## src/rtl/btn_conditioner.sv

```systemverilog
// Two-channel push-button conditioner: 2-flop sync, debounce FSM, press strobes, conflict detect.
// Optional auto-repeat while held is enabled by defining BTN_CONDITIONER_AUTOREPEAT_EN.

module btn_channel #(
    parameter int DEBOUNCE_CYCLES = 500000,
    parameter int CNT_W           = 19,
    parameter int REPEAT_CYCLES   = 12500000
) (
    input  logic clk,
    input  logic rst,
    input  logic btn_raw,
    output logic level,
    output logic hit
);
    typedef enum logic [1:0] {IDLE, PRESS_WAIT, HELD, RELEASE_WAIT} state_t;

    if ((64'(1) << CNT_W) <= 64'(DEBOUNCE_CYCLES)) begin : g_bad_cnt_w
        $error("CNT_W too narrow for DEBOUNCE_CYCLES");
    end
    if (REPEAT_CYCLES < 1) begin : g_bad_repeat
        $error("REPEAT_CYCLES must be positive");
    end

    state_t             state_q, state_d;
    logic [CNT_W-1:0]   cnt_q, cnt_d, cnt_inc;
    logic [1:0]         sync_q;
    logic               level_q, level_d, hit_q, hit_d;
    logic               btn_s;

    assign btn_s   = sync_q[1];
    assign cnt_inc = (cnt_q == '1) ? cnt_q : cnt_q + 1'b1;
    assign level   = level_q;
    assign hit     = hit_q;

`ifdef BTN_CONDITIONER_AUTOREPEAT_EN
    localparam int RPT_W = $clog2(REPEAT_CYCLES + 1);
    logic [RPT_W-1:0] rpt_q, rpt_d;

    always_ff @(posedge clk or posedge rst) begin
        if (rst) rpt_q <= '0;
        else     rpt_q <= rpt_d;
    end
`endif

    always_ff @(posedge clk or posedge rst) begin
        if (rst) begin
            state_q <= IDLE;
            cnt_q   <= '0;
            sync_q  <= '0;
            level_q <= 1'b0;
            hit_q   <= 1'b0;
        end else begin
            state_q <= state_d;
            cnt_q   <= cnt_d;
            sync_q  <= {sync_q[0], btn_raw};
            level_q <= level_d;
            hit_q   <= hit_d;
        end
    end

    always_comb begin
        state_d = state_q;
        cnt_d   = cnt_q;
        level_d = level_q;
        hit_d   = 1'b0;
`ifdef BTN_CONDITIONER_AUTOREPEAT_EN
        rpt_d   = '0;
`endif
        case (state_q)
            IDLE: begin
                level_d = 1'b0;
                if (btn_s) begin
                    state_d = PRESS_WAIT;
                    cnt_d   = CNT_W'(1);
                end
            end
            PRESS_WAIT: begin
                if (!btn_s) begin
                    state_d = IDLE;
                    cnt_d   = '0;
                end else if (cnt_q >= CNT_W'(DEBOUNCE_CYCLES)) begin
                    state_d = HELD;
                    cnt_d   = '0;
                    level_d = 1'b1;
                    hit_d   = 1'b1;
                end else begin
                    cnt_d = cnt_inc;
                end
            end
            HELD: begin
                if (!btn_s) begin
                    state_d = RELEASE_WAIT;
                    cnt_d   = CNT_W'(1);
                end
`ifdef BTN_CONDITIONER_AUTOREPEAT_EN
                // Repeat counter only runs while staying in HELD; any exit clears it.
                else if (rpt_q >= RPT_W'(REPEAT_CYCLES - 1)) begin
                    hit_d = 1'b1;
                    rpt_d = '0;
                end else begin
                    rpt_d = (rpt_q == '1) ? rpt_q : rpt_q + 1'b1;
                end
`endif
            end
            RELEASE_WAIT: begin
                if (btn_s) begin
                    state_d = HELD;
                    cnt_d   = '0;
                end else if (cnt_q >= CNT_W'(DEBOUNCE_CYCLES)) begin
                    state_d = IDLE;
                    cnt_d   = '0;
                    level_d = 1'b0;
                end else begin
                    cnt_d = cnt_inc;
                end
            end
            default: begin
                state_d = IDLE;
                cnt_d   = '0;
                level_d = 1'b0;
            end
        endcase
    end
endmodule

module btn_conditioner #(
    parameter int DEBOUNCE_CYCLES = 500000,
    parameter int CNT_W           = 19,
    parameter int REPEAT_CYCLES   = 12500000
) (
    input  logic clk,
    input  logic reset,
    input  logic btn_east,
    input  logic btn_west,
    output logic east_pulse,
    output logic west_pulse,
    output logic east_level,
    output logic west_level,
    output logic conflict
);
    localparam int NUM_CH = 2;

    logic [NUM_CH-1:0] btn_raw, level, hit;

    assign btn_raw = {btn_west, btn_east};

    for (genvar ch = 0; ch < NUM_CH; ch++) begin : g_ch
        btn_channel #(
            .DEBOUNCE_CYCLES(DEBOUNCE_CYCLES),
            .CNT_W          (CNT_W),
            .REPEAT_CYCLES  (REPEAT_CYCLES)
        ) u_ch (
            .clk    (clk),
            .rst    (reset),
            .btn_raw(btn_raw[ch]),
            .level  (level[ch]),
            .hit    (hit[ch])
        );
    end

    // Simultaneous acceptance is ambiguous downstream, so neither strobe is passed on.
    assign east_pulse = hit[0] & ~hit[1];
    assign west_pulse = hit[1] & ~hit[0];
    assign conflict   = &hit;
    assign east_level = level[0];
    assign west_level = level[1];
endmodule
```

## config.mk

```make
export PLATFORM = sky130hd
export DESIGN_NAME = btn_conditioner
export DESIGN_NICKNAME = d
export VERILOG_FILES = /design/src/rtl/btn_conditioner.sv
export SDC_FILE = /design/constraint.sdc
export NUM_CORES = 1
export LEC_CHECK = 0
export BUFFER_PORTS_ARGS = -buffer_cell sky130_fd_sc_hd__buf_2
export CAP_MARGIN = 20
export CORE_UTILIZATION = 56
export DETAILED_ROUTE_END_ITERATION = 8
export PLACE_DENSITY = 0.84
export REMOVE_ABC_BUFFERS = 1
export SYNTH_ARGS = -nofsm -noshare
export SYNTH_HDL_FRONTEND = slang
export SYNTH_HIERARCHICAL = 1
export SYNTH_SLANG_ARGS = --single-unit
```

## constraint.sdc

```tcl
create_clock -name clk -period 2.05 [get_ports clk]
set_clock_uncertainty 0.1 [all_clocks]
set_input_delay 0.41 -clock clk [delete_from_list [all_inputs] [get_ports clk]]
set_output_delay 0.41 -clock clk [all_outputs]
set_load 0.01 [all_outputs]
```

## Word-level counts from Yosys, hierarchy flattened

Cells that the tools add are included.

| storage, ports and cells | value |
|---|---|
| register bits | 50 |
| bits in latches | 0 |
| bits in writable memories | 0 |
| memory bits (read-only) | 0 |
| bits of input ports | 4 |
| output and inout port bits | 5 |
| logic and storage cells | 97 |
| memories kept | 0 |

| cells by class | value |
|---|---|
| add/subtract/negate cells | 2 |
| multipliers | 0 |
| divide/modulo/power cells | 0 |
| $lt $le $gt $ge | 2 |
| equality and inequality tests | 24 |
| shifts and indexed selects | 0 |
| muxes and demuxes | 44 |
| bitwise operators | 4 |
| reductions and logical operators | 11 |

Operator list:

| cell | count |
|---|---|
| $mux W19 | 12 |
| $pmux W19 S4 | 2 |
| $add A19 B1 Y19 const B | 2 |
| $eq A19 B19 Y1 const B | 2 |
| $ge A19 B19 Y1 const B | 2 |
| $mux W2 | 12 |
| $ne A2 B1 Y1 const B | 8 |
| $pmux W2 S4 | 2 |
| $mux W1 | 14 |
| $reduce_and A5 Y1 | 2 |
| $eq A2 B2 Y1 const B | 4 |
| $ne A2 B2 Y1 const B | 4 |
| $reduce_and A4 Y1 | 2 |
| $ne A3 B1 Y1 const B | 2 |
| $ne A3 B3 Y1 const B | 2 |
| $pmux W1 S3 | 2 |
| $reduce_and A2 Y1 | 3 |
| $reduce_bool A3 Y1 | 2 |
| $eq A2 B1 Y1 const B | 2 |
| $logic_not A2 Y1 | 2 |
| $and A1 B1 Y1 | 2 |
| $not A1 Y1 | 2 |

## Longest topological paths before layout

Gate-level depths: netlist of run 1.

| logic depth | value |
|---|---|
| depth after elaboration | 5 |
| gate-level depth with buffers | 8 |
| gate-level depth less buffers | 6 |

## Modules after synthesis

Netlist of run 1, hierarchy kept.

Modules (own cells, without submodules):

| module | times used | cells each | area an instance (um2) | seq. area each (um2) |
|---|---|---|---|---|
| btn_channel (g_ch[0].u_ch) | 1 | 163 | 1,478.9 | 625.6 |
| btn_channel (g_ch[1].u_ch) | 1 | 160 | 1,463.9 | 625.6 |
| btn_conditioner | 1 | 3 | 22.5 | 0.0 |

## Worst setup path after synthesis of run 1

Ideal clock, no wire load.

| timing path | value |
|---|---|
| path kind | register -> register |
| start point | register g_ch[0].u_ch.cnt_q[10] |
| end point | register g_ch[0].u_ch.cnt_q[3] |
| library setup time | 69 ps |
| data arrival time | 1,900 ps |
| required time | 1,881 ps |
| setup slack | -19 ps |
| stages on the path, launching flop included | 6 |
| buffers on the path | 0 |
| period minus slack after synthesis | 2,069 ps |
| cells stage by stage | dfrtp_1 > or4_4 > nor3_4 > o21bai_4 > or4_1 > nand3_1 |

| on the way | value |
|---|---|
| cells in the longest elaborated chain, start to end | 5 |
| elaborated cells between the ends (all ways) | 7 |
| classes of those cells | 1 x order compare; 1 x eq/ne; 5 x mux |

Ends and longest elaborated chain:

| element | RTL line | source |
|---|---|---|
| start: declaration | 25 | `logic [CNT_W-1:0] cnt_q, cnt_d, cnt_inc;` |
| start signal: assignment | 54 | `cnt_q <= cnt_d;` |
| parallel branches: the longest is 2 deep, another holds $ge A19 B19 Y1 | n/a |  |
| $mux W19 * | 81, 109 |  |
| $mux W19, on equally long branches | 106, 78 |  |
| $pmux W19 S4 * | 69 | `case (state_q)` |

Mark *: on every way between the ends.
A chain may end at the register's enable or synchronous reset.

## Final worst setup path of run 1

| timing path | value |
|---|---|
| start point | register g_ch[1].u_ch.cnt_q[10] |
| end point | register g_ch[1].u_ch.cnt_q[15] |

| on the way | value |
|---|---|
| cells in the longest elaborated chain, start to end | 5 |
| elaborated cells between the ends (all ways) | 8 |
| classes of those cells | 1 x add/sub; 1 x order compare; 1 x eq/ne; 5 x mux |

Ends and longest elaborated chain:

| element | RTL line | source |
|---|---|---|
| start: declaration | 25 |  |
| start signal: assignment | 54 |  |
| $add A19 B1 Y19 / $eq A19 B19 Y1 (equally long branches) | 31 | `assign cnt_inc = (cnt_q == '1) ? cnt_q : cnt_q + 1'b1;` |
| $mux W19 | 31 |  |
| $mux W19 * | 81, 109 |  |
| $mux W19, on equally long branches | 106, 78 |  |
| $pmux W19 S4 * | 69 |  |

Every way passes the cells marked *; elsewhere a longest branch is shown, timed or not.

==> metrics.yaml, run 1 <==
drt_first_pass_iters: 5
groute.usage.overall_pct: 27.5
whs_ns: -0.00766
gp_congestion: 0.817
avgSynthCellArea_um2: 9.10
drcViolationCount: 0
drt-total-wl_um: 8330
synthFlopType: "dfrtp_1"
fmax_mhz: 475
max-cap-violations: 0
pre_cts_ws_ns: -0.0311
antenna_left: 0
synthArstFlopShare_pct: 100
nNetsFinal: 389
synthTopCellsByArea: "dfrtp_1 42%, ha_1 5.1%, nand3_1 4.6%"
grt_start_max_net_pins: 26
dr_total_vias: 3016
wire_per_inst_um: 18.8
setup_viol: 2
r2r_end: "g_ch[1].u_ch/cnt_q[15]"
areaGrowthSynthToFinish_pct: 21.1
endpoint_kind: "register"
synthDominantCellAreaShare_pct: 42.2
pin_count: 9
yosysWarnings: 6
violations: "hold timing, setup timing"
num_antenna_cells: 0
tightest_slew_ns: 0.508
status: "finished with violations"
cpMaxStageDelayCell: "or2_2"
syn_area_um2: 2970
drive_gt1_share_pct: 25.4
synth.most_common_cell: "dfrtp_1"
h-tree-depth: 2
antenna_found_initial: 0
slew-limit-headroom_pct: 65.9
worstPathArrival_ns: 2.20
path_class: "register to register"
ys_ff_latch: 50
drv_slew: 0
syn_inst: 326
numPortBuffers: 8
grt_pass1_vias: 2531
clockBufferDepth: 2
yosysSeqAreaShare_pct: 42.2
min_period_ns: 2.11
grt_pass1_wl_um: 11700
cpPeakStageDelay_ns: 0.39
die-height_um: 74.8
cts_buffers: 5
fin_crit_sh_pct: 103
drtIter0Drc: 536
powerDensity_nw_per_um2: 989
cts-root-buf: "clkbuf_8"
grt-ovfl-total: 0
worst_slack_ns: -0.0567
startpoint_type: "register"
cts-hold-fix-buffers: 0
clock_sinks: 50
rsz0062_at_grt: "yes"
finalPower_mw: 3.55
start_util_pct: 58.1
r2r_start: "g_ch[1].u_ch/cnt_q[10]"
cts_tree: "built"
r2r_slack_ns: -0.06
crit_chain: "buf_4 > buf_4 > nand4_1 > or2_2 > or2_2 > o31ai_1 > a21oi_1"
clkTransAtPathRegs_ns: 0.10
synth_edf_count: 0
final.fill_count: 344
peakVddDrop_v: 0.000466
yosys.area.top_type: "dfrtp_1"
yosysUniqueCellTypes: 46
cp.required_ns: 2.14
die_w_um: 74.8
min_path_type: "input port to async pin"
reg2reg_depth: 7
dieArea_um2: 5590
drt-vias-per-instance: 6.79
clock_latency_ns: 0.32
p_leak_nw: 1.51
core_area_um2: 5110
row_count: 26
worst-path-max-fanout: 7
hold_viol: 10
dp_hpwl_um: 5130
synth_common_cells: "50 x dfrtp_1, 27 x nand3_1, 25 x nand2_1, 25 x o21ai_0, 20 x nor2_1"
-- worst max path at each step --
stage	from	endpoint
2_1_floorplan	g_ch[0].u_ch/cnt_q[10]	register
3_3_place_gp	g_ch[0].u_ch/cnt_q[9]	g_ch[0].u_ch/cnt_q[3]
6_report	g_ch[1].u_ch/cnt_q[10]	g_ch[1].u_ch/cnt_q[15]
3_5_place_dp	g_ch[0].u_ch/cnt_q[9]	g_ch[0].u_ch/cnt_q[3]
5_1_grt	g_ch[0].u_ch/cnt_q[9]	g_ch[0].u_ch/cnt_q[10]
4_1_cts	g_ch[0].u_ch/cnt_q[7]	g_ch[0].u_ch/cnt_q[17]
-- final cells by class --
| class | count | area [um2] | area share (%) |
|---|---|---|---|
| multi-input cells | 250 | 1660 | 46.3 |
| well taps | 70 | 87.6 | 2.44 |
| flip-flops and latches | 50 | 1250 | 34.9 |
| clock buffers | 5 | 68.8 | 1.92 |
| repair buffers | 52 | 395 | 11.0 |
| inverters | 14 | 52.6 | 1.46 |
| clock inverters | 3 | 68.8 | 1.92 |
-- through the flow --
stage          utilization [%]  cell area (um2)  cells  TNS, ns  hold slack, ns
4_1_cts                   67.9             3470    435        0         0.00963
6_report                  70.3             3590    444  -0.0624        -0.00766
3_3_place_gp              65.2             3330    427        0           0.233
2_1_floorplan                -             2910    314   -0.111           0.231
3_5_place_dp              65.2             3330    427  -0.0311           0.241
5_1_grt                   70.3             3590    444   -0.383          0.0294
-- critical path, delay by kind of cell (launching register included) --
family / cells / cell delay, ns
DFF: 1 / 0.36
AOI/OAI and AO/OA: 2 / 0.41
and+or+nand+nor: 3 / 0.87
buffers and inverters: 2 / 0.24
-- power breakdown --
part | leakage, nW | internal, mW | switching, mW | total, mW
Clock | 0.0683 | 0.489 | 0.359 | 0.848
Combinational | 0.770 | 0.646 | 0.901 | 1.55
Sequential | 0.672 | 1.08 | 0.0759 | 1.16
Total | 1.51 | 2.21 | 1.34 | 3.55
-- sequential cells by signal, indices dropped and copies added, names as in the netlist, named ones only --
name,cells
g_ch.u_ch/cnt_q,38
g_ch.u_ch/hit,2
g_ch.u_ch/level,2
g_ch.u_ch/state_q,2
g_ch.u_ch/sync_q,4
-- per-layer routing --
| metal | GRT usage (%) | part of all wire (%) | up-vias | wire, um |
|---|---|---|---|---|
| met5 | 0 | 0 | - | 0 |
| met4 | 10.7 | 2.7 | 0 | 227 |
| met3 | 6.96 | 9.4 | 36 | 781 |
| met2 | 43.0 | 48 | 214 | 3980 |
| met1 | 36.6 | 40 | 1435 | 3340 |
| li1 | - | - | 1331 | - |
-- cells by family after synthesis --
group / after synthesis / share of synthesized area, %
compound gates: 93 / 20.5
fa+ha+maj: 12 / 5.06
simple gates: 136 / 25.6
mux: 9 / 3.12
flops: 50 / 42.2
buf+inv: 26 / 3.54
-- cells in the final DEF (no fill, tap or decap), drive strengths merged, types with 2 or more instances in the layout --
master / instances
or3: 2
nand4: 6
bufinv: 2
and4b: 2
buf: 52
o31a: 2
o21ai: 27
or2: 4
o21bai: 2
o211ai: 6
nor4b: 2
or4: 8
ha: 12
inv: 14
and4: 4
nand2: 25
nor4: 7
mux2: 2
a21boi: 2
a41oi: 2
nor3: 20
and2: 2
clkbuf: 5
a31oi: 14
o31ai: 4
nor2: 20
dfrtp: 50
a21oi: 19
o21ba: 2
a31o: 4
and3: 5
o22a: 2
o311ai: 4
nand3: 27
mux2i: 7
-- timing repair --
| action | in CTS | in global routing |
|---|---|---|
| setup endpoints to repair | 4 | 16 |
| buffers inserted | 0 | 9 |
| pin swaps | 2 | 8 |
| resized for setup | 0 | 18 |
(Power assumes the default switching activity.)
==> run 2: changes to the inputs <==
Settings changed: HOLD_SLACK_MARGIN set to 0.02.
==> run 2 against run 1 <==
Net effect:
- the flow finishes with violations (setup timing)
- clock power down 0.6%
- setup slack gained 0.053 ns
- die area is the same
- utilization increased by 0.20 points
- fmax up 2.6%
- hold slack better by 0.11 ns
- cell area up 0.28%
- sequential cell count stayed put
- global-route usage is 0.086 points lower
- non-clock buffer count increased by 1
- first-iteration DRC count down 3.5%
==> metrics.yaml, run 2 (synthesis results as in run 1) <==
grt-ovfl-total: 0
cpPeakStageDelay_ns: 0.55
fmax_mhz: 487
clock_sinks: 50
clockBufferDepth: 2
clock_latency_ns: 0.31
core_area_um2: 5110
top_register: "g_ch.u_ch/cnt_q"
hold_viol: 0
dp_hpwl_um: 5130
rsz0062_at_grt: "yes"
p_leak_nw: 1.51
worstPathArrival_ns: 2.20
groute.usage.overall_pct: 27.4
min_path_cells: 1
pin_count: 9
drcViolationCount: 0
top_regs: "g_ch.u_ch/cnt_q (38), g_ch.u_ch/sync_q (4)"
tightest_slew_ns: 0.505
reg2reg_depth: 5
drive_gt1_share_pct: 25.3
cts_buffers: 5
min_period_ns: 2.05
drv_slew: 0
worst_slack_ns: -0.00325
setup_viol: 1
drt-vias-per-instance: 6.75
dieArea_um2: 5590
min_path_type: "input port to register"
violations: "setup timing"
placed_cell_area_um2: 3330
place_inst: 427
start_util_pct: 58.1
grt_pass1_wl_um: 11600
max-cap-violations: 0
dr_total_vias: 3003
die_w_um: 74.8
cts-root-buf: "clkbuf_8"
num_antenna_cells: 0
peakVddDrop_v: 0.000472
path_class: "register to register"
grt_start_max_net_pins: 26
startpoint_type: "register"
cts_tree: "built"
worst-path-max-fanout: 4
h-tree-depth: 2
drt-total-wl_um: 8250
powerDensity_nw_per_um2: 985
finalPower_mw: 3.55
numPortBuffers: 8
slew-limit-headroom_pct: 66.1
cp.required_ns: 2.19
fin_crit_sh_pct: 100
die-height_um: 74.8
antenna_left: 0
endpoint_kind: "register"
grt_pass1_vias: 2521
wire_per_inst_um: 18.5
areaGrowthSynthToFinish_pct: 21.4
crit_chain: "or4_4 > nor3_4 > o21bai_2 > or4_1 > o21ai_1"
drt_first_pass_iters: 5
gp_congestion: 0.817
row_count: 26
final_cell_area_um2: 3600
nNetsFinal: 390
status: "finished with violations"
drtIter0Drc: 517
final_common_cell: "dfrtp_1"
layout.cells.non_filler: 445
final_cell_mix: "48 x dfrtp_1, 42 x buf_4, 26 x nand3_1, 25 x nand2_1, 21 x o21ai_0"
antenna_found_initial: 0
clkTransAtPathRegs_ns: 0.10
cpMaxStageDelayCell: "or4_4"
largest_reg_flops: 38
-- run 2: power by group --
part           internal [mW]  switching (mW)
combinational          0.648           0.904
sequential              1.08          0.0741
clock                  0.489           0.354
-- run 2: what timing repair did --
action                                 4_1_cts  5_1_grt
pin swaps                                    2        8
endpoints found under the hold margin       10        0
hold buffers                                 1        0
resized for setup                            0       18
gates cloned                                 0        0
buffers inserted                             0        9
setup endpoints to repair                    4       16
-- run 2: per-stage QoR --
stage | worst slack (ns) | TNS, ns | util (%) | hold WS (ns)
final | -0.00325 | -0.00325 | 70.5 | 0.100
after global routing | -0.0599 | -0.383 | 70.5 | 0.0844
after CTS | 0.00113 | 0 | 68.1 | 0.0979
after detailed placement | -0.0311 | -0.0311 | 65.2 | 0.241
after global placement | 0.0393 | 0 | 65.2 | 0.233
after floorplan | -0.0481 | -0.111 | - | 0.231
-- run 2: metal layers --
layer  share of wire (%)  vias up  track usage (%)
met3                 9.1       37             6.96
met5                   0        -                0
met2                  48      204             42.7
li1                    -     1333                -
met1                  40     1429             36.6
met4                 2.8        0             10.7
-- run 2: area by class of cell --
| cell class | count | area, um2 |
|---|---|---|
| clock buffers | 5 | 68.8 |
| clock inverters | 3 | 68.8 |
| fillers | 341 | 1510 |
| inverters | 14 | 52.6 |
| multi-input cells | 250 | 1660 |
| flip-flops and latches | 50 | 1250 |
| well taps | 70 | 87.6 |
| repair buffers | 53 | 405 |
-- run 2: worst paths after layout --
check	to	from	slack, ns
worst max-delay path	g_ch[1].u_ch/cnt_q[10]	g_ch[1].u_ch/cnt_q[10]	-0.003
worst min-delay path	g_ch[0].u_ch/sync_q[0]	btn_east	0.10
worst max register to register	g_ch[1].u_ch/cnt_q[10]	g_ch[1].u_ch/cnt_q[10]	-0.003
worst min register to register	g_ch[0].u_ch/sync_q[1]	g_ch[0].u_ch/sync_q[0]	0.26
max in group asynchronous	g_ch[1].u_ch/cnt_q[2]	reset	0.70
min in group asynchronous	g_ch[1].u_ch/level	reset	0.55
-- run 2: critical path, delay by kind of cell, from the launching register on --
kind               cells  cell delay, ns
DFF                    1            0.39
and+or+nand+nor        3            1.24
AOI/OAI and AO/OA      2            0.24
==> run 3: changes to the inputs <==
Settings changed: ABC_AREA set to 1, CORE_UTILIZATION 56 to 57, PLACE_DENSITY 0.84 to 0.85.
==> run 3 against run 2 <==
Net effect:
- the run now ends clean
- hold slack lost 0.050 ns
- sequential share of layout area shrank 1.5 points
- clock power shrank 19%
- critical path type unchanged
- largest cell class unchanged
- largest power group is now registers
==> metrics.yaml, run 3 <==
yosysSeqAreaShare_pct: 36.2
rsz0062_at_grt: "no"
synthTopCellsByArea: "dfrtp_1 36%, nand2_1 17%, inv_1 7.5%"
final.fill_count: 490
final_common_cell: "nand2_1"
antenna_found_initial: 0
top_regs: "g_ch.u_ch/cnt_q (38), g_ch.u_ch/sync_q (4)"
drtIter0Drc: 346
synthDominantCellAreaShare_pct: 36.2
nNetsFinal: 541
clkTransAtPathRegs_ns: 0.10
yosys.area.top_type: "dfrtp_1"
cts_tree: "built"
hold_viol: 0
areaGrowthSynthToFinish_pct: 8.64
die-height_um: 79.9
grt_pass1_wl_um: 13100
worstPathArrival_ns: 2.05
grt_start_max_net_pins: 26
cpPeakStageDelay_ns: 0.40
path_class: "register to register"
drt_first_pass_iters: 5
drv_slew: 0
cts-hold-fix-buffers: 0
crit_path_frequent_cell: "nand2_1"
cp.required_ns: 2.19
peakVddDrop_v: 0.000732
clockBufferDepth: 2
r2r_slack_ns: 0.14
yosysWarnings: 6
gp_congestion: 0.923
status: "completed"
avgSynthCellArea_um2: 6.84
top_register: "g_ch.u_ch/cnt_q"
drive_gt1_share_pct: 10.1
cts_buffers: 5
critical_path_depth: 12
synth.most_common_cell: "nand2_1"
setup-tns-final_ns: 0
worst-path-max-fanout: 13
core_area_um2: 5890
row_count: 28
critPathTopFamily: "simple AND/OR/NAND/NOR gates"
h-tree-depth: 2
tightest_slew_ns: 0.587
powerDensity_nw_per_um2: 765
dp_hpwl_um: 5550
crit_buf_inv: 4
synthFlopType: "dfrtp_1"
grt-ovfl-total: 0
min_period_ns: 1.91
clock_latency_ns: 0.30
dieArea_um2: 6390
drt-total-wl_um: 7760
dr_total_vias: 3392
fin_crit_sh_pct: 93.4
reg2reg_depth: 12
drt-vias-per-instance: 5.64
fmax_mhz: 522
r2r_start: "g_ch[1].u_ch/state_q[0]"
syn_area_um2: 3460
fin_util_pct: 63.9
startpoint_type: "register"
final_cell_mix: "156 x nand2_1, 69 x inv_1, 59 x nor2_1, 50 x dfrtp_1, 35 x nand3_1"
numPortBuffers: 8
syn_inst: 506
grt_pass1_vias: 2976
wire_per_inst_um: 12.9
endpoint_kind: "register"
slew-limit-headroom_pct: 60.8
yosysUniqueCellTypes: 29
synth_edf_count: 0
pin_count: 9
clock_sinks: 50
cpMaxStageDelayCell: "dfrtp_1"
min_path_type: "input port to async pin"
p_leak_nw: 1.93
cts-root-buf: "clkbuf_8"
r2r_end: "g_ch[1].u_ch/cnt_q[5]"
largest_reg_flops: 38
groute.usage.overall_pct: 25.8
crit_start: "g_ch[1].u_ch/state_q[0]"
antenna_left: 0
synthArstFlopShare_pct: 100
drcViolationCount: 0
crit_chain: "inv_1 > ha_1 > or2_2 > o21ai_4 > inv_6 > nor2_4 > inv_2 > nor2_4 > nand2_1 > nand2_1 > nand2_1 > inv_1"
synth_common_cells: "157 x nand2_1, 69 x inv_1, 60 x nor2_1"
setup_viol: 0
die_w_um: 79.9
endpoint: "g_ch[1].u_ch/cnt_q[5]"
start_util_pct: 58.8
max-cap-violations: 0
num_antenna_cells: 0
ys_ff_latch: 50
run 3: changes by cell type after synthesis, moves of 8 or more:
cell     change
a31oi_1     -14
a21oi_1     -13
nand4_1     +12
nand2_1    +132
nor3_1       -8
xor2_1       +8
inv_1       +55
nand3_1      +9
nor2_1      +40
run 3: how the worst min path moves through the flow:
| stage | start | to | depth (start not counted) | slack [ns] |
|---|---|---|---|---|
| finish | reset | g_ch[0].u_ch/cnt_q[17] | 3 | 0.05 |
| global route | btn_east | g_ch[0].u_ch/sync_q[0] | 1 | 0.1 |
| CTS | reset | g_ch[0].u_ch/cnt_q[13] | 3 | 0.06 |
| detailed placement | g_ch[1].u_ch/sync_q[0] | g_ch[1].u_ch/sync_q[1] | 0 | 0.24 |
| global placement | g_ch[1].u_ch/sync_q[0] | g_ch[1].u_ch/sync_q[1] | 0 | 0.23 |
| floorplan | g_ch[0].u_ch/sync_q[0] | g_ch[0].u_ch/sync_q[1] | 0 | 0.23 |
run 3: final cells by class:
cell class	instances	area [um2]	share of cell area, %
Clock buffer	5	68.8	1.83
Sequential cell	50	1250	33.3
Clock inverter	3	40.0	1.06
Tap cell	75	93.8	2.50
Inverter	77	299	7.95
Multi-Input combinational cell	376	1900	50.6
Timing Repair Buffer	15	105	2.80
run 3: routing by layer:
layer	part of all wire [%]	vias up	global-route usage, %
met5	0	-	0
met4	3.0	0	7.32
met3	7.1	32	3.43
met2	45	155	41.4
met1	44	1550	36.5
li1	-	1655	-
run 3: power by group:
group,total (mW),internal (mW),switching (mW)
Combinational,1.02,0.343,0.675
Sequential,1.17,1.08,0.0860
Clock,0.687,0.360,0.328
Total,2.87,1.79,1.09
run 3: logic make-up after synthesis:
family                   share of synthesized area (%)
AO/OA/AOI/OAI                                     9.54
adder cells (fa/ha/maj)                           4.34
XOR/XNOR                                          2.53
buffers and inverters                             9.51
AND/OR/NAND/NOR                                   37.9
flip-flops                                        36.2
run 3: what timing repair did:
| item | 4_1_cts | 5_1_grt |
|---|---|---|
| resized for setup | 0 | 4 |
| setup buffers | 0 | 0 |
| endpoints found under the setup margin | 0 | 11 |
| endpoints found under the hold margin | 0 | 0 |
run 3: worst reg2reg max path, stage by stage (launching register included):
cell,delay [ns]
dfrtp_1,0.40
inv_1,0.09
ha_1,0.19
or2_2,0.29
o21ai_4,0.09
inv_6,0.09
nor2_4,0.12
inv_2,0.08
nor2_4,0.19
nand2_1,0.09
nand2_1,0.06
nand2_1,0.04
inv_1,0.05
run 3: stage by stage:
stage | total power, mW | cells | cell area (um2) | hold WS [ns] | setup WS (ns)
5_1_grt | 3.08 | 601 | 3760 | 0.0997 | 0.00417
4_1_cts | 2.86 | 600 | 3740 | 0.0569 | 0.0504
6_report | 2.87 | 601 | 3760 | 0.0506 | 0.135
3_5_place_dp | 2.17 | 592 | 3630 | 0.239 | 0.0727
3_3_place_gp | 2.13 | 592 | 3630 | 0.232 | 0.134
2_1_floorplan | 1.92 | 502 | 3430 | 0.231 | 0.235
